**config.mk**
```make
export PLATFORM = sky130hd
export DESIGN_NAME = fetch_unit
export DESIGN_NICKNAME = d
export VERILOG_FILES = /design/src/rtl/fetch_unit.sv
export SDC_FILE = /design/constraint.sdc
export NUM_CORES = 1
export LEC_CHECK = 0
export CAP_MARGIN = 20
export CORE_UTILIZATION = 40
export CTS_CLUSTER_SIZE = 16
export DETAILED_ROUTE_END_ITERATION = 7
export SLEW_MARGIN = 40
export SYNTH_ARGS = -nofsm -noshare
export SYNTH_HDL_FRONTEND = slang
export SYNTH_SLANG_ARGS = --single-unit
```
**constraint.sdc**
```tcl
create_clock -name clk -period 3.8 [get_ports clk]
set_clock_uncertainty 0.05 [all_clocks]
set_input_delay 0.76 -clock clk [delete_from_list [all_inputs] [get_ports clk]]
set_output_delay 0.76 -clock clk [all_outputs]
set_load 0.02 [all_outputs]
```
**src/rtl/fetch_unit.sv**
```systemverilog
// fetch_unit: IF stage of the five-stage MIPS pipeline. Owns the PC, keeps at
// most one read outstanding to a variable-latency instruction memory, buffers
// returned words in a small fall-through FIFO and drives the IF/ID register.
// A redirect flushes the buffer and discards any response still in flight.
module fetch_unit #(
    parameter int unsigned       ADDR_W   = 32,
    parameter int unsigned       DATA_W   = 32,
    parameter logic [ADDR_W-1:0] RESET_PC = '0,
    parameter int unsigned       DEPTH    = 2
) (
    input  logic              clk,
    input  logic              reset,
    input  logic              stall,
    input  logic              redirect_valid,
    input  logic [ADDR_W-1:0] redirect_pc,
    output logic              imem_req,
    output logic [ADDR_W-1:0] imem_addr,
    input  logic              imem_ready,
    input  logic              imem_rvalid,
    input  logic [DATA_W-1:0] imem_rdata,
    output logic              id_valid,
    output logic [DATA_W-1:0] id_instr,
    output logic [ADDR_W-1:0] id_pc,
    output logic [ADDR_W-1:0] id_pc_plus_4
);

    localparam int unsigned       PTR_W    = (DEPTH > 1) ? $clog2(DEPTH) : 1;
    localparam int unsigned       CNT_W    = $clog2(DEPTH + 1);
    localparam logic [CNT_W-1:0]  DEPTH_C  = CNT_W'(DEPTH);
    localparam logic [CNT_W-1:0]  DEPTH_M1 = CNT_W'(DEPTH - 1);
    localparam logic [ADDR_W-1:0] PC_STEP  = ADDR_W'(4);

    // IDLE: nothing outstanding; WAIT: one read outstanding;
    // DROP: one read outstanding whose word must be thrown away.
    typedef enum logic [1:0] {ST_IDLE, ST_WAIT, ST_DROP} state_e;

    state_e              state_q,    state_d;
    logic [ADDR_W-1:0]   fetch_pc_q, fetch_pc_d;
    logic [ADDR_W-1:0]   req_pc_q,   req_pc_d;
    logic [CNT_W-1:0]    count_q,    count_d;
    logic [PTR_W-1:0]    wr_ptr_q,   wr_ptr_d;
    logic [PTR_W-1:0]    rd_ptr_q,   rd_ptr_d;
    logic                id_valid_q, id_valid_d;
    logic [DATA_W-1:0]   id_instr_q, id_instr_d;
    logic [ADDR_W-1:0]   id_pc_q,    id_pc_d;

    logic [DATA_W-1:0]   instr_mem [DEPTH];
    logic [ADDR_W-1:0]   pc_mem    [DEPTH];

    logic                accept;
    logic                push;
    logic                pop;
    logic                fifo_empty;
    logic                have_head;
    logic [DATA_W-1:0]   head_instr;
    logic [ADDR_W-1:0]   head_pc;

    // Request only when the word it returns is guaranteed a buffer slot; the
    // decision never looks at imem_ready so the handshake cannot loop.
    assign imem_req = !reset && !redirect_valid &&
                      ((state_q == ST_IDLE && count_q < DEPTH_C) ||
                       (state_q == ST_WAIT && imem_rvalid && count_q < DEPTH_M1));
    assign imem_addr = fetch_pc_q;
    assign accept    = imem_req && imem_ready;

    // A response is kept only in WAIT; in IDLE it is stale, in DROP it is flushed.
    assign push       = (state_q == ST_WAIT) && imem_rvalid && !redirect_valid;
    assign fifo_empty = (count_q == '0);

    // Fall-through head: an empty buffer hands the arriving word straight to
    // IF/ID, which is what sustains one instruction per cycle.
    assign have_head  = !fifo_empty || push;
    assign head_instr = fifo_empty ? imem_rdata : instr_mem[rd_ptr_q];
    assign head_pc    = fifo_empty ? req_pc_q   : pc_mem[rd_ptr_q];
    assign pop        = !redirect_valid && !stall && have_head;

    // Fetch FSM and PC next-state.
    always_comb begin
        // NOTE: every output of this block gets a default first, so no path
        // through the case statement can leave a value unassigned (no latch).
        state_d    = state_q;
        fetch_pc_d = fetch_pc_q;
        req_pc_d   = req_pc_q;
        if (redirect_valid) begin
            fetch_pc_d = redirect_pc;
            unique case (state_q)
                ST_IDLE: state_d = ST_IDLE;
                ST_WAIT: state_d = imem_rvalid ? ST_IDLE : ST_DROP;
                ST_DROP: state_d = ST_DROP;
                default: state_d = ST_IDLE;
            endcase
        end else begin
            unique case (state_q)
                ST_IDLE: begin
                    if (accept) state_d = ST_WAIT;
                end
                ST_WAIT: begin
                    if (imem_rvalid) state_d = accept ? ST_WAIT : ST_IDLE;
                end
                ST_DROP: begin
                    if (imem_rvalid) state_d = ST_IDLE;
                end
                default: state_d = ST_IDLE;
            endcase
            if (accept) begin
                fetch_pc_d = fetch_pc_q + PC_STEP;
                req_pc_d   = fetch_pc_q;
            end
        end
    end

    // Fetch-buffer pointer and occupancy next-state; a redirect empties it.
    always_comb begin
        count_d  = count_q;
        wr_ptr_d = wr_ptr_q;
        rd_ptr_d = rd_ptr_q;
        if (redirect_valid) begin
            count_d  = '0;
            wr_ptr_d = '0;
            rd_ptr_d = '0;
        end else begin
            wr_ptr_d = wr_ptr_q + PTR_W'(push);
            rd_ptr_d = rd_ptr_q + PTR_W'(pop);
            count_d  = count_q + CNT_W'(push) - CNT_W'(pop);
        end
    end

    // IF/ID register next-state: redirect bubbles even under stall, stall holds.
    always_comb begin
        id_valid_d = id_valid_q;
        id_instr_d = id_instr_q;
        id_pc_d    = id_pc_q;
        if (redirect_valid) begin
            id_valid_d = 1'b0;
            id_instr_d = '0;
        end else if (!stall) begin
            id_valid_d = have_head;
            id_instr_d = have_head ? head_instr : '0;
            if (have_head) id_pc_d = head_pc;
        end
    end

    // State registers with synchronous active-high reset.
    always_ff @(posedge clk) begin
        // NOTE: sequential state uses non-blocking assignments so every
        // register samples the pre-edge value of every other register.
        if (reset) begin
            state_q    <= ST_IDLE;
            fetch_pc_q <= RESET_PC;
            req_pc_q   <= RESET_PC;
            count_q    <= '0;
            wr_ptr_q   <= '0;
            rd_ptr_q   <= '0;
            id_valid_q <= 1'b0;
            id_instr_q <= '0;
            id_pc_q    <= '0;
        end else begin
            state_q    <= state_d;
            fetch_pc_q <= fetch_pc_d;
            req_pc_q   <= req_pc_d;
            count_q    <= count_d;
            wr_ptr_q   <= wr_ptr_d;
            rd_ptr_q   <= rd_ptr_d;
            id_valid_q <= id_valid_d;
            id_instr_q <= id_instr_d;
            id_pc_q    <= id_pc_d;
        end
    end

    // Buffer storage: written on every kept response.
    always_ff @(posedge clk) begin
        // NOTE: the storage array is not reset; an entry is only read while
        // count_q says it holds a word written after reset.
        if (push) begin
            instr_mem[wr_ptr_q] <= imem_rdata;
            pc_mem[wr_ptr_q]    <= req_pc_q;
        end
    end

    assign id_valid     = id_valid_q;
    assign id_instr     = id_instr_q;
    assign id_pc        = id_pc_q;
    assign id_pc_plus_4 = id_pc_q + PC_STEP;

endmodule

```
After elaboration in Yosys (flattened, before gate mapping)
Memories as Yosys holds them, arrays and structs flattened. A register that Yosys moved wholly into a read port is not among the register bits.
Cells that the tools add are included.
{"block": "classes", "add_sub_neg": 6, "mul": 0, "n_div": 0, "magnitude_cmp": 2, "n_eq_ne": 5, "shifts": 0, "muxes": 17, "bitwise": 2, "reduce_logical": 22}
{"cell": "$mux W32", "count": 5}
{"cell": "$add A32 B3 Y32 const B", "count": 2}
{"cell": "$mux W2", "count": 5}
{"cell": "$logic_and A1 B1 Y1", "count": 9}
{"cell": "$ne A3 B3 Y1 const B", "count": 3}
{"cell": "$pmux W2 S3", "count": 1}
{"cell": "$reduce_and A3 Y1", "count": 2}
{"cell": "$mux W1", "count": 5}
{"cell": "$logic_not A1 Y1", "count": 4}
{"cell": "$logic_not A2 Y1", "count": 2}
{"cell": "$pmux W2 S2", "count": 1}
{"cell": "$add A1 B1 Y1", "count": 2}
{"cell": "$add A2 B1 Y2", "count": 1}
{"cell": "$eq A2 B1 Y1 const B", "count": 1}
{"cell": "$eq A2 B2 Y1 const B", "count": 1}
{"cell": "$logic_or A1 B1 Y1", "count": 2}
{"cell": "$lt A2 B1 Y1 const B", "count": 1}
{"cell": "$lt A2 B2 Y1 const B", "count": 1}
{"cell": "$not A1 Y1", "count": 2}
{"cell": "$reduce_and A2 Y1", "count": 1}
{"cell": "$reduce_bool A2 Y1", "count": 1}
{"cell": "$reduce_or A2 Y1", "count": 1}
{"cell": "$sub A2 B1 Y2", "count": 1}
{"block": "totals", "register_bits": 135, "latchBits": 0, "ram_bits": 128, "romBits": 0, "inputBits": 70, "output_inout_bits": 130, "elab_cells": 65, "memories": 2}
{"memory": "instr_mem", "depth": 2, "width": 32, "rd": 1, "rd_clocked_by_memory_dff": 1, "wr": 1, "line_no": "47", "source": "logic [DATA_W-1:0] instr_mem [DEPTH];"}
{"memory": "pc_mem", "depth": 2, "width": 32, "rd": 1, "rd_clocked_by_memory_dff": 1, "wr": 1, "line_no": "48", "source": "logic [ADDR_W-1:0] pc_mem [DEPTH];"}

Depth between registers and ports, before layout
Gate-level depths: netlist (run 1).
{"block": "logic_depth", "word_depth": 10, "mapped_depth": 15, "ltp_nobuf": 12}

Worst setup path before layout (run 1)
No wires, ideal clock.
{"block": "synth_path", "path_type": "input -> register", "startpoint": "in redirect_valid", "endpoint": "mem instr_mem[1][0] (enable)", "setup_ns": 0.429, "t_arrival_ns": 2.534, "t_required_ns": 3.321, "setup_slack_ns": 0.787, "stages": 3, "n_path_buf": 0, "path_cell_list": "nand3b_4 inv_1 ha_1"}
{"block": "synth_via", "elab_chain_cells": 4}
{"item": "start: declaration", "line_no": "14", "source": "input logic redirect_valid,"}
{"item": "$logic_not A1 Y1", "line_no": "67", "source": "assign push = (state_q == ST_WAIT) && imem_rvalid && !redirect_valid;"}
{"item": "$logic_and A1 B1 Y1", "line_no": "67"}
{"item": "$mux W1", "line_no": "174", "source": "if (push) begin"}
{"item": "$mux W1 (not written as such)", "line_no": "175", "source": "instr_mem[wr_ptr_q] <= imem_rdata;"}
{"item": "end: declaration", "line_no": "47"}
No other way between the ends.

Final worst setup path (run 1)
{"block": "layout_path", "startpoint": "reg id_pc_q[2] (netlist: id_pc[2])", "endpoint": "out id_pc_plus_4[16]"}
{"block": "layout_via", "elab_chain_cells": 1}
{"item": "start: declaration", "line_no": "45", "source": "logic [ADDR_W-1:0] id_pc_q, id_pc_d;"}
{"item": "start signal: assignment", "line_no": "166", "source": "id_pc_q <= id_pc_d;"}
{"item": "$add A32 B3 Y32", "line_no": "183", "source": "assign id_pc_plus_4 = id_pc_q + PC_STEP;"}
{"item": "end: declaration", "line_no": "24", "source": "output logic [ADDR_W-1:0] id_pc_plus_4"}
No other way between the ends.

==> results of run 1 <==
cell type report:
type / count / area (um^2) / share of cell area [%]
clock buffers: 42 / 867 / 5.97
clock inverters: 10 / 57.6 / 0.396
inverters: 15 / 61.3 / 0.422
multi-input cells: 712 / 4290 / 29.6
flip-flops and latches: 263 / 6550 / 45.1
well taps: 378 / 473 / 3.26
repair buffers: 222 / 2220 / 15.3
power breakdown:
group	switching, mW	leakage, nW	internal [mW]	total (mW)
registers	0.0452	2.23	2.99	3.04
logic	0.161	2.01	0.151	0.312
clock network	1.11	0.457	1.58	2.68
total	1.31	4.70	4.72	6.03
worst max path at each step:
| stage | end | slack (ps) | start |
|---|---|---|---|
| floorplan | instr_mem[1][0] | 790 | redirect_valid |
| global placement | imem_req | 420 | imem_rvalid |
| detailed placement | imem_req | 450 | imem_rvalid |
| CTS | id_pc_plus_4[31] | 50 | id_pc[5] |
| global route | id_pc_plus_4[17] | 20 | id_pc[5] |
| finish | id_pc_plus_4[16] | 230 | id_pc[2] |
metrics by stage:
step / area [um^2] / hold slack (ps)
after floorplan: 11300 / 398
after global placement: 13600 / 404
after detailed placement: 13600 / 413
after CTS: 14500 / 422
after global routing: 14500 / 438
final: 14500 / 418
worst register-to-register path, cell delays in order, from the launching register on:
cell      delay [ps]
dfxtp_1          320
inv_1             80
ha_1             270
nand3b_4         120
a21o_1           200
or2_1            270
inv_6            250
ha_1             290
inv_1             60
ha_1             140
xor2_1           170
xnor2_1          130
nor2_1            50
repair_timing:
action	4_1_cts	5_1_grt
setup endpoints to repair	0	5
setup buffers	0	0
resized for setup	0	3
endpoints found under the hold margin	0	0
sequential cells by signal, indices dropped and copies added, names as in the netlist:
register and count:
state_q 2, wr_ptr_q 1, req_pc_q 32, id_valid 1, count_q 2, id_instr 32
rd_ptr_q 1, id_pc 32, instr_mem 64, pc_mem 64, imem_addr 32
metal layers:
| metal | global-route usage, % | vias to the layer above |
|---|---|---|
| li1 | - | 4193 |
| met1 | 27.1 | 4063 |
| met2 | 31.1 | 218 |
| met3 | 3.05 | 33 |
| met4 | 4.35 | 0 |
| met5 | 0 | - |
kinds of logic after synthesis:
logic type                 synth area share [%]
and+or+nand+nor                            14.6
DFF                                        58.1
AOI/OAI and AO/OA                          12.7
buffers and inverters                      4.01
muxes                                      6.44
xor gates and xnor gates                   3.11
adders and majority gates                 0.999
cells in the final DEF (no fill, tap or decap), types with 7 or more instances in the layout:
master / n
a211oi_1: 32
mux2i_1: 68
clkdlybuf4s50_1: 196
a21oi_1: 118
edfxtp_1: 128
nand2_1: 166
nand3_1: 17
o211ai_1: 34
a31oi_1: 16
o21ai_0: 13
dfxtp_1: 134
buf_4: 19
xnor2_1: 31
ha_1: 7
nor2_1: 91
xor2_1: 9
nand4_1: 22
clkbuf_16: 31
and3_1: 13
inv_1: 14
==> reports/results.ini, run 1 <==
[status]
status = finished clean

[die]
io_pins = 200
die_h_um = 170
rows = 61
start_util_pct = 40.6
core-area_um2 = 27800
fp.dieW_um = 170
die-area_um2 = 28900

[critical_path]
critPathArrivalTime_ps = 2760
reg2reg_from = state_q[1]
ff2ff_setup_slack_ps = 1280
cp-start-kind = flip-flop
endpoint_kind = primary output
reg2reg_to = count_q[1]
required_ps = 2990
cpMaxStageDelayCell = clkdlybuf4s50_1
worstRegToRegCells = 12
critPathKind = reg2out
crit_buf_inv = 1
crit_fanout = 8
path_cells = ha_1 -> and3_2 -> and2b_1 -> nand3_1 -> xnor2_1 -> clkdlybuf4s50_1
cpPeakStageDelay_ps = 630
cp_top_family = simple AND/OR/NAND/NOR gates
cp.depth = 6

[timing]
drv_slew = 0
fin_setup_tns_ps = 0
rsz0062_at_grt = false
worst_pin_slew_ps = 839
period_minus_slack_ps = 3570
setup_viol = 0
fmax_mhz = 280
slew_headroom_pct = 43.7
fin_ws_ps = 230
final-hold-violation-count = 0
final.period_utilization_pct = 93.9

[synth]
synth_cell_type_count = 52
ys.flop_type = dfxtp_1
synth_top_area_share_pct = 34.1
syn_avg_cell_area_um2 = 10.5
netlist_instances = 1069
synth_edf_count = 128
synth_area_leaders = edfxtp_1 34%, dfxtp_1 24%, mux2i_1 6.0%
synth_nets = 1148
ys_async_sr_fraction_pct = 0
ys_warn_count = 0
yosysTopAreaCell = edfxtp_1
ys_ff_latch = 263
yosys-top-cells-count = 166 x nand2_1, 135 x dfxtp_1, 128 x edfxtp_1, 118 x a21oi_1, 91 x nor2_1
yosysMostFrequentCell = nand2_1
synthesis.area_um2 = 11300
ys_seq_area_share_pct = 58.1

[drt]
via_per_inst = 5.18
wirelength_met1_um = 13400
drt-total-wl_um = 27800
dr_total_vias = 8507
drt-pass1-iter-count = 5
top_layer = met4
drc = 0
drt_iter0_markers = 485
ant_nets = 0
wl_met3_um = 1320
routed-wl-met2_um = 12700
routedWlPerCell_um = 17.0

[clocking]
cts_buffers = 28
cts_buffer_depth = 3
cts_tree = done
h-tree-depth = 1
insertion_delay_ps = 530
clock_sinks = 263
root_buffer = clkbuf_16
cts_hold_buf = 0
clk_pin_slew_ps = 60

[grt]
gr-usage-all-layers_pct = 19.2
grt-ovfl-total = 0
antenna_found_initial = 0
grt_start_max_net_pins = 58
grt_pass1_vias = 8076
grt_pass1_wl_um = 44100

[pwr]
p_total_mw = 6.03
ir_drop_v = 0.000318
leakagePower_nw = 4.70
power_density_nw_per_um2 = 415

[finish]
final_nets = 1321
diodes = 0
fin_cells = 1642
final_core_utilization_pct = 52.3
drive_above_1_share_pct = 6.72
fillCellCount = 2565
syn_to_final_growth_pct = 28.8

[placement]
dp_cells = 1589
post-dp-hpwl_um = 18500
gp_congestion = 0.784
place_worst_setup_slack_ps = 453
io_buffers = 199

[worst_hold_path]
holdPathStages = 2
holdPathEnd = id_valid
holdCritStartpoint = id_valid
min_path_type = reg2reg

[flow_run]
max_cap_viol_count = 0

Note: power is estimated with default switching activity, not from simulation.
==> inputs of run 2 (changes only) <==
Settings changed: PLACE_DENSITY from default to 0.63.
==> run 2 against run 1 <==
  * Die area is the same
  * Utilization grew 0.067 points
  * Routed wire length grew 0.64%
  * Global-route usage grew 0.081 points
  * Sequential share of layout area shrank 0.058 points
  * Clock power grew 8.2%
  * Worst hold slack lost 3.1 ps
  * Combinational power is essentially flat
  * First-iteration DRC count grew 14%
  * Highest routed layer unchanged
==> reports/results.ini, run 2 (synthesis gave the netlist of run 1 again) <==
[timing]
drv_slew = 0  ; unchanged
setup_viol = 0  ; unchanged
final-hold-violation-count = 0  ; unchanged
fmax_mhz = 279  ; was 280 MHz
slew_headroom_pct = 45.1  ; was 43.7%
fin_setup_tns_ps = 0  ; unchanged
worst_pin_slew_ps = 818  ; was 839 ps
final.period_utilization_pct = 94.3  ; was 93.9%
rsz0062_at_grt = false  ; unchanged
period_minus_slack_ps = 3580  ; was 3570 ps

[finish]
diodes = 0  ; unchanged
drive_above_1_share_pct = 6.52  ; was 6.72%
final_cell_mix = 196 x clkdlybuf4s50_1, 166 x nand2_1, 134 x dfxtp_1, 128 x edfxtp_1, 118 x a21oi_1  ; unchanged
multi_input_area_um2 = 4290  ; unchanged
reg.largest.list = instr_mem: 64 flops, pc_mem: 64 flops  ; unchanged
seq_area_um2 = 6550  ; unchanged
syn_to_final_growth_pct = 29.0  ; was 28.8%
fillCellCount = 2516  ; was 2565
post-route-cell-area_um2 = 14500  ; about the same
final_common_cell = clkdlybuf4s50_1  ; unchanged
final_nets = 1314  ; was 1321

[clocking]
cts_hold_buf = 0  ; unchanged
root_buffer = clkbuf_16  ; unchanged
cts_buffers = 28  ; unchanged
cts_tree = done  ; unchanged
h-tree-depth = 1  ; unchanged
cts_setup_buffers = 0  ; unchanged
insertion_delay_ps = 540  ; was 530 ps
clk_pin_slew_ps = 60  ; about the same
cts_buffer_depth = 3  ; unchanged
clock_sinks = 263  ; unchanged

[die]
fp.dieW_um = 170  ; unchanged
die-area_um2 = 28900  ; unchanged
core-area_um2 = 27800  ; unchanged
start_util_pct = 40.6  ; unchanged
io_pins = 200  ; unchanged
die_h_um = 170  ; unchanged
rows = 61  ; unchanged

[pwr]
power_density_nw_per_um2 = 430  ; was 415 nW/um^2
leakagePower_nw = 4.70  ; about the same
ir_drop_v = 0.000272  ; was 0.000318 V

[drt]
via_per_inst = 5.20  ; was 5.18
drt-pass1-iter-count = 5  ; unchanged
dr_total_vias = 8501  ; was 8507
drc = 0  ; unchanged
ant_nets = 0  ; unchanged
routedWlPerCell_um = 17.1  ; was 17.0 um
drt_iter0_markers = 555  ; was 485
drt-total-wl_um = 28000  ; was 27800 um

[grt]
grt-ovfl-total = 0  ; unchanged
grt_start_max_net_pins = 72  ; was 58
grt_pass1_vias = 8115  ; was 8076
antenna_found_initial = 0  ; unchanged
gr-usage-all-layers_pct = 19.3  ; was 19.2%
grt_pass1_wl_um = 44300  ; was 44100 um

[placement]
io_buffers = 199  ; unchanged
post-dp-hpwl_um = 18100  ; was 18500 um
dpl_cell_area_um2 = 13500  ; was 13600 um^2
gp_congestion = 0.804  ; was 0.784

[critical_path]
critPathKind = reg2out  ; unchanged
endpoint_kind = primary output  ; unchanged
crit_fanout = 6  ; was 8
required_ps = 2990  ; about the same
critPathArrivalTime_ps = 2770  ; was 2760 ps
cp-start-kind = flip-flop  ; unchanged

[worst_hold_path]
min_path_type = reg2reg  ; unchanged

[status]
status = finished clean  ; unchanged

[flow_run]
max_cap_viol_count = 0  ; unchanged

## run 2: final timing paths
kind                   start                to  slack [ps]  cells past startpoint
setup / recovery   id_pc[15]  id_pc_plus_4[28]         220                      6
hold reg to reg     id_valid          id_valid         410                      2
setup reg to reg  state_q[1]        count_q[1]        1260                     12
hold / removal      id_valid          id_valid         410                      2
## run 2: critical path, stage by stage (launching register included)
cell,delay (ps)
dfxtp_1,430
and4_1,280
and3_1,250
and4_1,330
nand4_1,140
xnor2_1,190
clkdlybuf4s50_1,630
## run 2: power breakdown
part           switching (mW)  internal, mW
Clock                    1.12          1.78
Combinational           0.162         0.150
Sequential             0.0448          2.99
## run 2: metrics by stage
step	utilization, %	hold WS (ps)	setup slack [ps]	std cells	total power [mW]
after detailed placement	48.7	407	413	1583	3.41
after global routing	52.3	455	29.9	1635	6.46
after global placement	48.7	403	430	1583	3.40
after CTS	52.3	417	51.1	1635	6.31
final	52.3	415	218	1635	6.25
after floorplan	-	398	787	1069	3.23
## run 2: final cells by class
| type | instances | area share, % |
|---|---|---|
| clock buffer | 40 | 5.90 |
| clock inverter | 12 | 1.03 |
| inverter | 15 | 0.422 |
| multi-input combinational | 712 | 29.5 |
| sequential | 263 | 45.0 |
| tap | 378 | 3.25 |
| timing repair buffer | 215 | 14.8 |
## run 2: per-layer routing
| layer | GRT usage (%) | part of all wire, % |
|---|---|---|
| met1 | 26.8 | 47 |
| met2 | 30.8 | 45 |
| met3 | 3.42 | 5.6 |
| met4 | 5.44 | 2.1 |
| met5 | 0 | 0 |
## run 2: timing repair
item	CTS	global route
setup endpoints to repair	0	4
gates resized for setup	0	3
endpoints found under the hold margin	0	0
==> inputs of run 3 (changes only) <==
Settings changed: CTS_CLUSTER_DIAMETER from default to 80.
Clock period 3.8 ns to 3.7 ns, I/O delays scaled along.
==> run 3 against run 2 <==
  * Sequential power increased by 3%
  * Clock power decreased by 30%
  * Global-route usage decreased by 0.21 points
  * Via count decreased by 0.62%
  * Utilization decreased by 1.5 points
  * Critical endpoint is now id_pc_plus_4[17]
  * Largest power group unchanged
==> reports/results.ini, run 3 (synthesis gave the netlist of run 1 again) <==
[die]
rows = 61  ; unchanged
start_util_pct = 40.6  ; unchanged
die_h_um = 170  ; unchanged
fp.dieW_um = 170  ; unchanged
io_pins = 200  ; unchanged
die-area_um2 = 28900  ; unchanged
core-area_um2 = 27800  ; unchanged

[critical_path]
cpMaxStageDelayCell = clkdlybuf4s50_1  ; unchanged
crit_path_end = id_pc_plus_4[17]  ; was id_pc_plus_4[28]
cp_top_family = simple AND/OR/NAND/NOR gates  ; unchanged
critPathKind = reg2out  ; unchanged
reg2reg_from = imem_addr[2]  ; was state_q[1]
cp.depth = 6  ; unchanged
cpPeakStageDelay_ps = 630  ; about the same
required_ps = 2910  ; was 2990 ps
cp-start-kind = flip-flop  ; unchanged
ff2ff_setup_slack_ps = 1200  ; was 1260 ps
crit_fanout = 6  ; unchanged
cp_common_cell = nand4_1  ; was and4_1
worstSetupStartpoint = id_pc[5]  ; was id_pc[15]
crit_buf_inv = 1  ; unchanged
critPathArrivalTime_ps = 2700  ; was 2770 ps
reg2reg_to = imem_addr[28]  ; was count_q[1]
endpoint_kind = primary output  ; unchanged
worstRegToRegCells = 6  ; was 12
path_cells = and4_1 -> nand4_1 -> nor2_1 -> nand4_1 -> xnor2_1 -> clkdlybuf4s50_1  ; was and4_1 -> and3_1 -> and4_1 -> nand4_1 -> xnor2_1 -> clkdlybuf4s50_1

[clocking]
cts_hold_buf = 0  ; unchanged
clock_sinks = 263  ; unchanged
h-tree-depth = 1  ; unchanged
cts_buffers = 20  ; was 28
cts_buffer_depth = 3  ; unchanged
cts_tree = done  ; unchanged
root_buffer = clkbuf_16  ; unchanged
insertion_delay_ps = 500  ; was 540 ps
clk_pin_slew_ps = 80  ; was 60 ps

[drt]
drt-total-wl_um = 27600  ; was 28000 um
via_per_inst = 5.22  ; was 5.20
drt_iter0_markers = 592  ; was 555
drc = 0  ; unchanged
ant_nets = 0  ; unchanged
drt-pass1-iter-count = 5  ; unchanged
routedWlPerCell_um = 17.1  ; about the same
dr_total_vias = 8448  ; was 8501

[timing]
fin_setup_tns_ps = 0  ; unchanged
setup_viol = 0  ; unchanged
period_minus_slack_ps = 3490
slew_headroom_pct = 44.5  ; was 45.1%
rsz0062_at_grt = false  ; unchanged
worst_pin_slew_ps = 827  ; was 818 ps
fmax_mhz = 287
drv_slew = 0  ; unchanged
final.period_utilization_pct = 94.2
final-hold-violation-count = 0  ; unchanged

[grt]
met1_usage_pct = 26.7  ; was 26.8%
gr-usage-all-layers_pct = 19.1  ; was 19.3%
grtUsageMet2_pct = 31.0  ; was 30.8%
grt_pass1_wl_um = 44000  ; was 44300 um
met3_usage_pct = 3.12  ; was 3.42%
grt-ovfl-total = 0  ; unchanged
grt_start_max_net_pins = 72  ; unchanged
grt_pass1_vias = 8104  ; was 8115
grt_busiest_layer = met2  ; unchanged
antenna_found_initial = 0  ; unchanged

[pwr]
ir_drop_v = 0.000261  ; was 0.000272 V
power_density_nw_per_um2 = 387  ; was 430 nW/um^2
leakagePower_nw = 4.49  ; was 4.70 nW

[placement]
io_buffers = 199  ; unchanged
gp_congestion = 0.800  ; was 0.804
dp_cells = 1583  ; unchanged
dpl_cell_area_um2 = 13500  ; about the same
post-dp-hpwl_um = 18000  ; was 18100 um

[finish]
final_nets = 1306  ; was 1314
fin_cells = 1618  ; was 1635
final_common_cell = clkdlybuf4s50_1  ; unchanged
syn_to_final_growth_pct = 25.4  ; was 29.0%
post-route-cell-area_um2 = 14100  ; was 14500 um^2
diodes = 0  ; unchanged
reg.largest.list = instr_mem: 64 flops, pc_mem: 64 flops  ; unchanged
drive_above_1_share_pct = 4.68  ; was 6.52%
final_cell_mix = 195 x clkdlybuf4s50_1, 166 x nand2_1, 133 x dfxtp_1, 128 x edfxtp_1, 118 x a21oi_1  ; was 196 x clkdlybuf4s50_1, 166 x nand2_1, 134 x dfxtp_1, 128 x edfxtp_1, 118 x a21oi_1

[flow_run]
max_cap_viol_count = 0  ; unchanged

[status]
status = finished clean  ; unchanged

[worst_hold_path]
min_path_type = reg2reg  ; unchanged

run 3: cell types whose count changed in the layout (fill, tap and decap cells not counted), sizes merged:
cell and delta:
clkdlybuf4s50 -1, inv -2, clkinvlp -2, bufinv -3
clkbuf -7, dlygate4sd2 +1, clkinv -3
run 3: worst min-delay path by stage:
| stage | startpoint | to | slack [ps] | cells after the start |
|---|---|---|---|---|
| 2_1_floorplan | req_pc_q[0] | pc_mem[0][0] | 400 | 0 |
| 3_3_place_gp | id_valid | id_valid | 400 | 2 |
| 3_5_place_dp | id_valid | id_valid | 410 | 2 |
| 4_1_cts | id_valid | id_valid | 420 | 2 |
| 5_1_grt | id_valid | id_valid | 450 | 2 |
| 6_report | id_valid | id_valid | 420 | 2 |
run 3: cell type report:
cell class | instances | area [um^2]
timing repair buffer | 215 | 2170
inverter | 15 | 61.3
clock buffer | 33 | 571
fill | 2543 | 13700
clock inverter | 2 | 12.5
tap | 378 | 473
sequential | 263 | 6550
multi-input combinational | 712 | 4290
run 3: metal layers:
layer  routed length, um  share of wire, %
met2               12700                46
met1               13000                47
met3                1540               5.6
met4                 430               1.6
met5                   0                 0
run 3: tightest hold or removal path: cells and delay by family (launching register included):
kind             cells  cell delay, ps
flip-flops           1             310
AO/OA/AOI/OAI        1              50
AND/OR/NAND/NOR      1              60
run 3: what timing repair did:
action | 4_1_cts | 5_1_grt
pin swaps | 0 | 0
resized for setup | 1 | 5
buffers inserted | 0 | 0
endpoints found under the setup margin | 1 | 10
run 3: where the power goes:
part	switching (mW)	internal (mW)
registers	0.0459	3.07
logic	0.166	0.155
clock network	0.981	1.06
total	1.19	4.28
run 3: per-stage QoR:
stage | utilization, % | total power [mW] | setup slack (ps) | hold WS, ps
global route | 50.9 | 5.68 | 11.8 | 454
finish | 50.9 | 5.47 | 214 | 417
global placement | 48.7 | 3.50 | 355 | 404
CTS | 50.8 | 5.54 | 68.3 | 422
floorplan | - | 3.32 | 707 | 398
detailed placement | 48.7 | 3.50 | 375 | 411
